==> config.mk <==
export PLATFORM = sky130hd
export DESIGN_NAME = rtc_bus_arbiter
export DESIGN_NICKNAME = d
export VERILOG_FILES = /design/src/rtl/rtc_bus_arbiter.sv
export SDC_FILE = /design/constraint.sdc
export NUM_CORES = 1
export LEC_CHECK = 0
export ABC_AREA = 1
export BUFFER_PORTS_ARGS = -buffer_cell sky130_fd_sc_hd__buf_2
export CAP_MARGIN = 20
export CORE_AREA = 4 4 89 49
export DETAILED_ROUTE_END_ITERATION = 10
export DIE_AREA = 0 0 93 53
export PLACE_DENSITY = 0.49
export SLEW_MARGIN = 20
export SYNTH_ARGS = -nofsm -noshare
export SYNTH_HDL_FRONTEND = slang
export SYNTH_SLANG_ARGS = --single-unit
==> constraint.sdc <==
create_clock -name clk -period 1.8 [get_ports clk]
set_clock_uncertainty 0.2 [all_clocks]
set_input_delay 0.36 -clock clk [delete_from_list [all_inputs] [get_ports clk]]
set_output_delay 0.36 -clock clk [all_outputs]
set_load 0.05 [all_outputs]
==> src/rtl/rtc_bus_arbiter.sv <==
// Grants the shared RTC bus-transaction engine to one of three clients (init, user write,
// periodic read) for one fixed-length transaction, followed by a bus-idle gap.
module rtc_bus_arbiter #(
   parameter int TXN_CYCLES = 43,
   parameter int GAP_CYCLES = 2
) (
   input  logic       clk,
   input  logic       reset,
   input  logic       req_init,
   input  logic       req_wr,
   input  logic       req_rd,
   input  logic       w_r_init,
   input  logic       w_r_wr,
   input  logic       w_r_rd,
   output logic       do_it,
   output logic       w_r,
   output logic [1:0] sel,
   output logic       gnt_init,
   output logic       gnt_wr,
   output logic       gnt_rd,
   output logic       done_init,
   output logic       done_wr,
   output logic       done_rd,
   output logic       busy
);

   typedef enum logic [1:0] {IDLE, GRANT, XFER, GAP} state_t;

   localparam logic [1:0] SRC_NONE = 2'b00;
   localparam logic [1:0] SRC_INIT = 2'b01;
   localparam logic [1:0] SRC_WR   = 2'b10;
   localparam logic [1:0] SRC_RD   = 2'b11;

   localparam logic [5:0] TXN_LAST = 6'(TXN_CYCLES - 1);
   localparam logic [5:0] GAP_LAST = 6'(GAP_CYCLES - 1);

   state_t     state;
   logic [5:0] count;
   logic [1:0] owner;
   logic       last_rw;

   logic [1:0] pick;
   logic       pick_w_r;

   // Init wins outright; wr/rd contention alternates on whichever was not served last.
   always_comb begin
      pick = SRC_NONE;
      if (req_init)
         pick = SRC_INIT;
      else if (req_wr && req_rd)
         pick = last_rw ? SRC_WR : SRC_RD;
      else if (req_wr)
         pick = SRC_WR;
      else if (req_rd)
         pick = SRC_RD;
   end

   always_comb begin
      pick_w_r = 1'b0;
      case (pick)
         SRC_INIT: pick_w_r = w_r_init;
         SRC_WR:   pick_w_r = w_r_wr;
         SRC_RD:   pick_w_r = w_r_rd;
         default:  pick_w_r = 1'b0;
      endcase
   end

   always_ff @(posedge clk or posedge reset) begin
      if (reset) begin
         state     <= IDLE;
         count     <= '0;
         owner     <= SRC_NONE;
         last_rw   <= 1'b0;
         do_it     <= 1'b0;
         w_r       <= 1'b0;
         sel       <= SRC_NONE;
         gnt_init  <= 1'b0;
         gnt_wr    <= 1'b0;
         gnt_rd    <= 1'b0;
         done_init <= 1'b0;
         done_wr   <= 1'b0;
         done_rd   <= 1'b0;
         busy      <= 1'b0;
      end else begin
         done_init <= 1'b0;
         done_wr   <= 1'b0;
         done_rd   <= 1'b0;
         case (state)
            IDLE: begin
               if (pick != SRC_NONE) begin
                  state    <= GRANT;
                  owner    <= pick;
                  sel      <= pick;
                  w_r      <= pick_w_r;
                  gnt_init <= (pick == SRC_INIT);
                  gnt_wr   <= (pick == SRC_WR);
                  gnt_rd   <= (pick == SRC_RD);
                  busy     <= 1'b1;
                  if (pick == SRC_WR)
                     last_rw <= 1'b0;
                  else if (pick == SRC_RD)
                     last_rw <= 1'b1;
               end
            end
            GRANT: begin
               state <= XFER;
               count <= '0;
               do_it <= 1'b1;
            end
            XFER: begin
               // The engine cannot be interrupted, so nothing but reset leaves XFER early.
               if (count == TXN_LAST) begin
                  state     <= GAP;
                  count     <= '0;
                  do_it     <= 1'b0;
                  sel       <= SRC_NONE;
                  gnt_init  <= 1'b0;
                  gnt_wr    <= 1'b0;
                  gnt_rd    <= 1'b0;
                  done_init <= (owner == SRC_INIT);
                  done_wr   <= (owner == SRC_WR);
                  done_rd   <= (owner == SRC_RD);
               end else begin
                  count <= count + 6'd1;
               end
            end
            GAP: begin
               if (count == GAP_LAST) begin
                  state <= IDLE;
                  count <= '0;
                  owner <= SRC_NONE;
                  busy  <= 1'b0;
               end else begin
                  count <= count + 6'd1;
               end
            end
            default: state <= IDLE;
         endcase
      end
   end

endmodule
Word level (Yosys, flattened, before mapping)

Cells that the tools add are included.
W data, S select, Z words.

Register bits after elaboration: 22
Input port bits: 8
Output and inout port bits: 11
Word-level logic and storage cells: 79

$add $sub $neg: 1
Equal/unequal tests: 14
Mux-type cells: 36
Reduce and logical (&&, ||, !) cells: 14

Operators by type and width:

| cell                  | number |
|---|---|
| $mux W2               | 9 |
| $pmux W6 S3           | 1 |
| $mux W1               | 15 |
| $eq A2 B2 Y1 const B  | 6 |
| $mux W6               | 2 |
| $reduce_and A3 Y1     | 4 |
| $pmux W1 S2           | 5 |
| $reduce_bool A2 Y1    | 5 |
| $pmux W2 S2           | 2 |
| $pmux W2 S4           | 1 |
| $add A6 B1 Y6 const B | 1 |
| $eq A2 B1 Y1 const B  | 3 |
| $eq A6 B1 Y1 const B  | 1 |
| $eq A6 B6 Y1 const B  | 1 |
| $ne A2 B2 Y1 const B  | 3 |
| $reduce_and A2 Y1     | 2 |
| $pmux W1 S3           | 1 |
| $reduce_bool A3 Y1    | 1 |
| $logic_not A2 Y1      | 1 |
| $logic_and A1 B1 Y1   | 1 |

Logic depth before layout (Yosys ltp)

Word-level depth: 7
Mapped depth: 9
Mapped depth without buffers: 9

Worst setup path before layout

OpenSTA, ideal clock, no wires.

Path type: flip-flop to flip-flop
Start point: register state[0]
End point: register gnt_rd
Library setup time: 0.120 ns
Arrival: 1.230 ns
Required time: 1.480 ns
Setup slack: 0.251 ns
Cell stages (with the launch flop): 10
Path buffers: 0
Clock period less this slack: 1.549 ns
Path through: dfrtp_1 > inv_1 > ha_1 > inv_1 > nand2_1 > nand2_1 > inv_1 > nand2_4 > nand2_1 > o21ai_2

Word-level cells in the longest chain between the ends: 3
Elaborated cells between the ends (all ways): 7
Those cells by class: 3 x eq/ne; 1 x mux; 3 x reduce/logical

RTL lines:

| item                                                                | line | text |
|---|---|---|
| from (decl)                                                         | 37   | `state_t state;` |
| from (signal assigned)                                              | 70   | `state <= IDLE;` |
| from (signal assigned)                                              | 91   | `state <= GRANT;` |
| from (signal assigned)                                              | 106  | `state <= XFER;` |
| $eq A2 B2 Y1 / $logic_not A2 Y1 (equally long branches)             | 88   | `case (state)` |
| $ne A2 B2 Y1 (no line) / $reduce_bool A2 Y1 (equally long branches) | --   |  |
| $reduce_and A3 Y1 (no line)                                         | --   |  |
| to (signal assigned)                                                | 97   | `gnt_rd <= (pick == SRC_RD);` |
| to (decl)                                                           | 20   | `output logic gnt_rd,` |

Parallel ways exist; a longest one is shown, timed or not.
A chain may end at the register's enable or synchronous reset.

Final worst setup path

Start point: register state[0]
End point: register last_rw

Word-level cells in the longest chain between the ends: 2

RTL lines:

| item                        | line | text |
|---|---|---|
| $logic_not A2 Y1            | 88   |  |
| $reduce_and A3 Y1 (no line) | --   |  |
| to (signal assigned)        | 73   | `last_rw <= 1'b0;` |
| to (signal assigned)        | 100  | `last_rw <= 1'b0;` |
| to (signal assigned)        | 102  | `last_rw <= 1'b1;` |
| to (decl)                   | 40   | `logic last_rw;` |

No other way between the ends.

==> metrics.md <==
| Metric | Value |
|---|---|
| Maximum fanout along the worst path | `4` |
| Total vias in the final route | `966` |
| Mean routed wirelength per cell | `10.8 µm` |
| Internal portion of total power | `1.35 mW` |
| Synth Area per Inst | `8.07 µm²` |
| Flop pwr share | `30.6%` |
| RSZ-0062 raised after global routing | `no` |
| Leakage | `0.823 nW` |
| Maximum number of pins on one net before global-route repair | `23` |
| Hold path cells | `3` |
| Net switching power figure | `1.18 mW` |
| Ratio of cells with drive above 1 in the final layout | `20.9%` |
| Final worst-path setup slack | `0.159 ns` |
| Number of flip-flops and latches in the synthesized netlist | `22` |
| Number of core rows | `16` |
| Post-layout minimum cycle time | `1.64 ns` |
| GRT Util Overall | `11.2%` |
| Most prevalent standard cell on the critical path | `inv_1` |
| Number of levels the H-tree was split into | `1` |
| Worst slew margin relative to its limit | `80.9%` |
| CTS Root Cell | `clkbuf_8` |
| Total DRC errors in the routed layout | `0` |
| Final Net Count | `194` |
| Last weighted congestion value of the routability-driven placer | `0.763` |
| WS Path Type | `reg2reg` |
| Main combinational cell family by area after synthesis | `simple AND/OR/NAND/NOR gates` |
| Setup violators final | `0` |
| Drt via density | `4.18` |
| Number of optimization iterations in the first detailed-route pass | `4` |
| Slowest CP cell | `dfrtp_1` |
| Share of total power in the clock network | `18.6%` |
| Fraction of power spent switching nets | `46.7%` |
| Final Hold Fails | `0` |
| Via count of the first global-routing pass | `865` |
| Crit-path cells | `inv_1 > ha_1 > inv_1 > nor3_2 > nand2_1 > o21a_1` |
| Fraction of synthesized cell area in xor and xnor cells | `2.14%` |
| Antenna diode instance count | `0` |
| Nature of the critical path startpoint | `flip-flop` |
| Yosys synthesis warning count | `0` |
| Sort of element at the end of the critical path | `flip-flop` |
| Total number of clock tree sinks | `22` |
| Depth of the most critical reg-to-reg path | `6` |
| Maxcap violations | `0` |
| Net count after synthesis | `168` |
| Arrival time of the worst setup path | `1.60 ns` |
| WP data required | `1.76 ns` |
| Number of DRC markers after the initial detailed-route iteration | `58` |
| Initial antenna violation count | `0` |
| Wire length reported by the detailed router | `2500 µm` |
| CTS tree | `done` |
| Design area | `0.00149 mm²` |
| Yosys cell types | `22` |
| Cell type with the largest total area after synthesis | `dfrtp_1` |
| Sum of overflow across all layers after global routing | `0` |
| Die Ht | `53 µm` |
| Antenna viol nets, final | `0` |
| Share of synthesized cell area in full adder, half adder and majority cells | `8.16%` |
| Number of I/O port buffers | `18` |
| Delay of the slowest cell on the worst path | `0.43 ns` |
| Power density of the placed cells | `1700 mW/mm²` |
| Top cell type's share of synthesized area | `44.9%` |
| Worst slack, placed | `0.0646 ns` |
| Die width | `93 µm` |
| Number of slew-limit violations in the final report | `0` |
| HPWL after detailed placement | `1970 µm` |
| Synthesized-area fraction occupied by and/or/nand/nor cells | `31.3%` |
| Share of power burned in combinational logic | `50.8%` |
| Clock transition time at the flip-flop clock pins of the worst setup and hold paths | `0.08 ns` |
| Clock Latency Late Sink | `0.27 ns` |
| Netlist Area Pre-Place | `0.00123 mm²` |
| P&R area growth vs syn | `21.3%` |
| Maximum buffer depth of the clock tree | `2` |
| Crit share post-route | `91.2%` |
| Setup TNS after final layout | `0 ns` |
| Global-route wire length before repair | `4220 µm` |
| Worst min path class | `in2reg` |
| Buffer count from post-CTS setup fixing | `0` |
| Worst Max-Slew Pin Slew | `0.286 ns` |
| Share of the yosys chip area belonging to registers | `44.9%` |
| Clock buffer count from CTS | `3` |
| Core region area | `0.00368 mm²` |
| Run status | `finished clean` |
| Area enclosed by the die boundary | `0.00493 mm²` |
| Multiplexer share of the synthesized area | `0%` |
| Fraction of the mapped netlist area in compound gates | `4.59%` |
| Initial Utilization | `33.3%` |
| Post-DP Area | `0.00140 mm²` |
| Top Ports | `19` |
| IR Drop Worst-Case VDD | `0.000583 V` |
| Gate Count Post-Synth | `152` |
| Max Clk Rate | `0.609 GHz` |
| Biggest area contributors in the synthesized netlist | `dfrtp_1 (45%), nand2_1 (14%), inv_1 (8.3%)` |
-- cell usage after synthesis --
| library cell | instances |
|---|---|
| nand3_2 | 2 |
| nand3_1 | 8 |
| nand2_2 | 1 |
| a21oi_1 | 2 |
| o21ai_0 | 2 |
| nand2_1 | 47 |
| o21ai_1 | 4 |
| nor2_4 | 1 |
| nand2_4 | 2 |
| nand4_1 | 6 |
| o21ai_2 | 1 |
| inv_2 | 2 |
| ha_1 | 8 |
| xor2_1 | 1 |
| o21a_1 | 1 |
| inv_1 | 27 |
| nor2_1 | 7 |
| xnor2_1 | 2 |
| nor3_1 | 4 |
| dfrtp_1 | 22 |
| nand3_4 | 1 |
| nor2_2 | 1 |
-- registers in the layout, indices dropped and copies added (netlist names) --
signal,count
busy,1
count,6
do_it,1
done_init,1
done_rd,1
done_wr,1
gnt_init,1
gnt_rd,1
gnt_wr,1
last_rw,1
owner,2
sel,2
state,2
w_r,1
-- placed cells by master, fill, tap and decap left out, types with 3 or more instances in the layout --
cell and count:
o21ai_1 4, buf_2 18, nand2_1 47, clkbuf_8 3, nand3_1 8, ha_1 7, nor2_1 7, inv_1 27
nand4_1 6, nor3_1 3, dfrtp_1 22
-- cells by family (layout without fill, tap and decap cells) --
logic type,Yosys count,count (layout)
and+or+nand+nor,80,80
adders and majority gates,8,8
DFF,22,22
buffers and inverters,29,54
xor gates and xnor gates,3,3
AOI/OAI and AO/OA,10,10
-- power groups by stage --
stage	clock, mW	combinational (mW)	sequential (mW)
after floorplan	0	0.751	1.01
after detailed placement	0	1.29	0.781
after CTS	0.486	1.29	0.772
final	0.470	1.28	0.773
after global placement	0	1.29	0.771
after global routing	0.504	1.44	0.790
-- stage by stage --
stage / cells / utilization, % / hold WS [ns] / power [mW]
finish: 231 / 40.4 / 0.203 / 2.53
global placement: 226 / 38.0 / 0.211 / 2.06
CTS: 231 / 40.2 / 0.195 / 2.55
detailed placement: 226 / 38.0 / 0.210 / 2.07
global route: 231 / 40.4 / 0.223 / 2.74
floorplan: 152 / - / 0.149 / 1.76
-- path summary, 6_finish.rpt --
kind | slack (ns) | endpoint | start
max reg2reg | 0.16 | last_rw | state[0]
min reg2reg | 0.27 | done_init | owner[1]
max in group asynchronous | 0.72 | busy | reset
max | 0.16 | last_rw | state[0]
min in group asynchronous | 0.46 | done_rd | reset
min | 0.20 | w_r | w_r_init
-- layout make-up --
cell class,count,area [µm²]
flip-flops and latches,22,551
clock inverters,1,30.0
fillers,377,2200
multi-input cells,101,574
repair buffers,21,115
clock buffers,3,41.3
inverters,29,109
well taps,54,67.6
-- repair_timing --
item,in CTS,in global routing
hold buffers,1,0
resized for setup,0,2
hold endpoints to repair,22,0
setup endpoints to repair,0,4
-- layer usage --
metal | vias to the layer above | GRT usage [%] | wire, µm
li1 | 518 | - | -
met1 | 424 | 17.3 | 1470
met2 | 22 | 15.0 | 901
met3 | 2 | 3.55 | 114
met4 | 0 | 1.46 | 10
met5 | - | 0 | 0
-- worst max-delay path: cells and delay by family (launching register included) --
| family | cells | cell delay [ns] |
|---|---|---|
| buffers and inverters | 2 | 0.23 |
| adder cells (fa/ha/maj) | 1 | 0.24 |
| flip-flops | 1 | 0.43 |
| AO/OA/AOI/OAI | 1 | 0.11 |
| AND/OR/NAND/NOR | 2 | 0.34 |
Note: power is estimated with default switching activity, not from simulation.
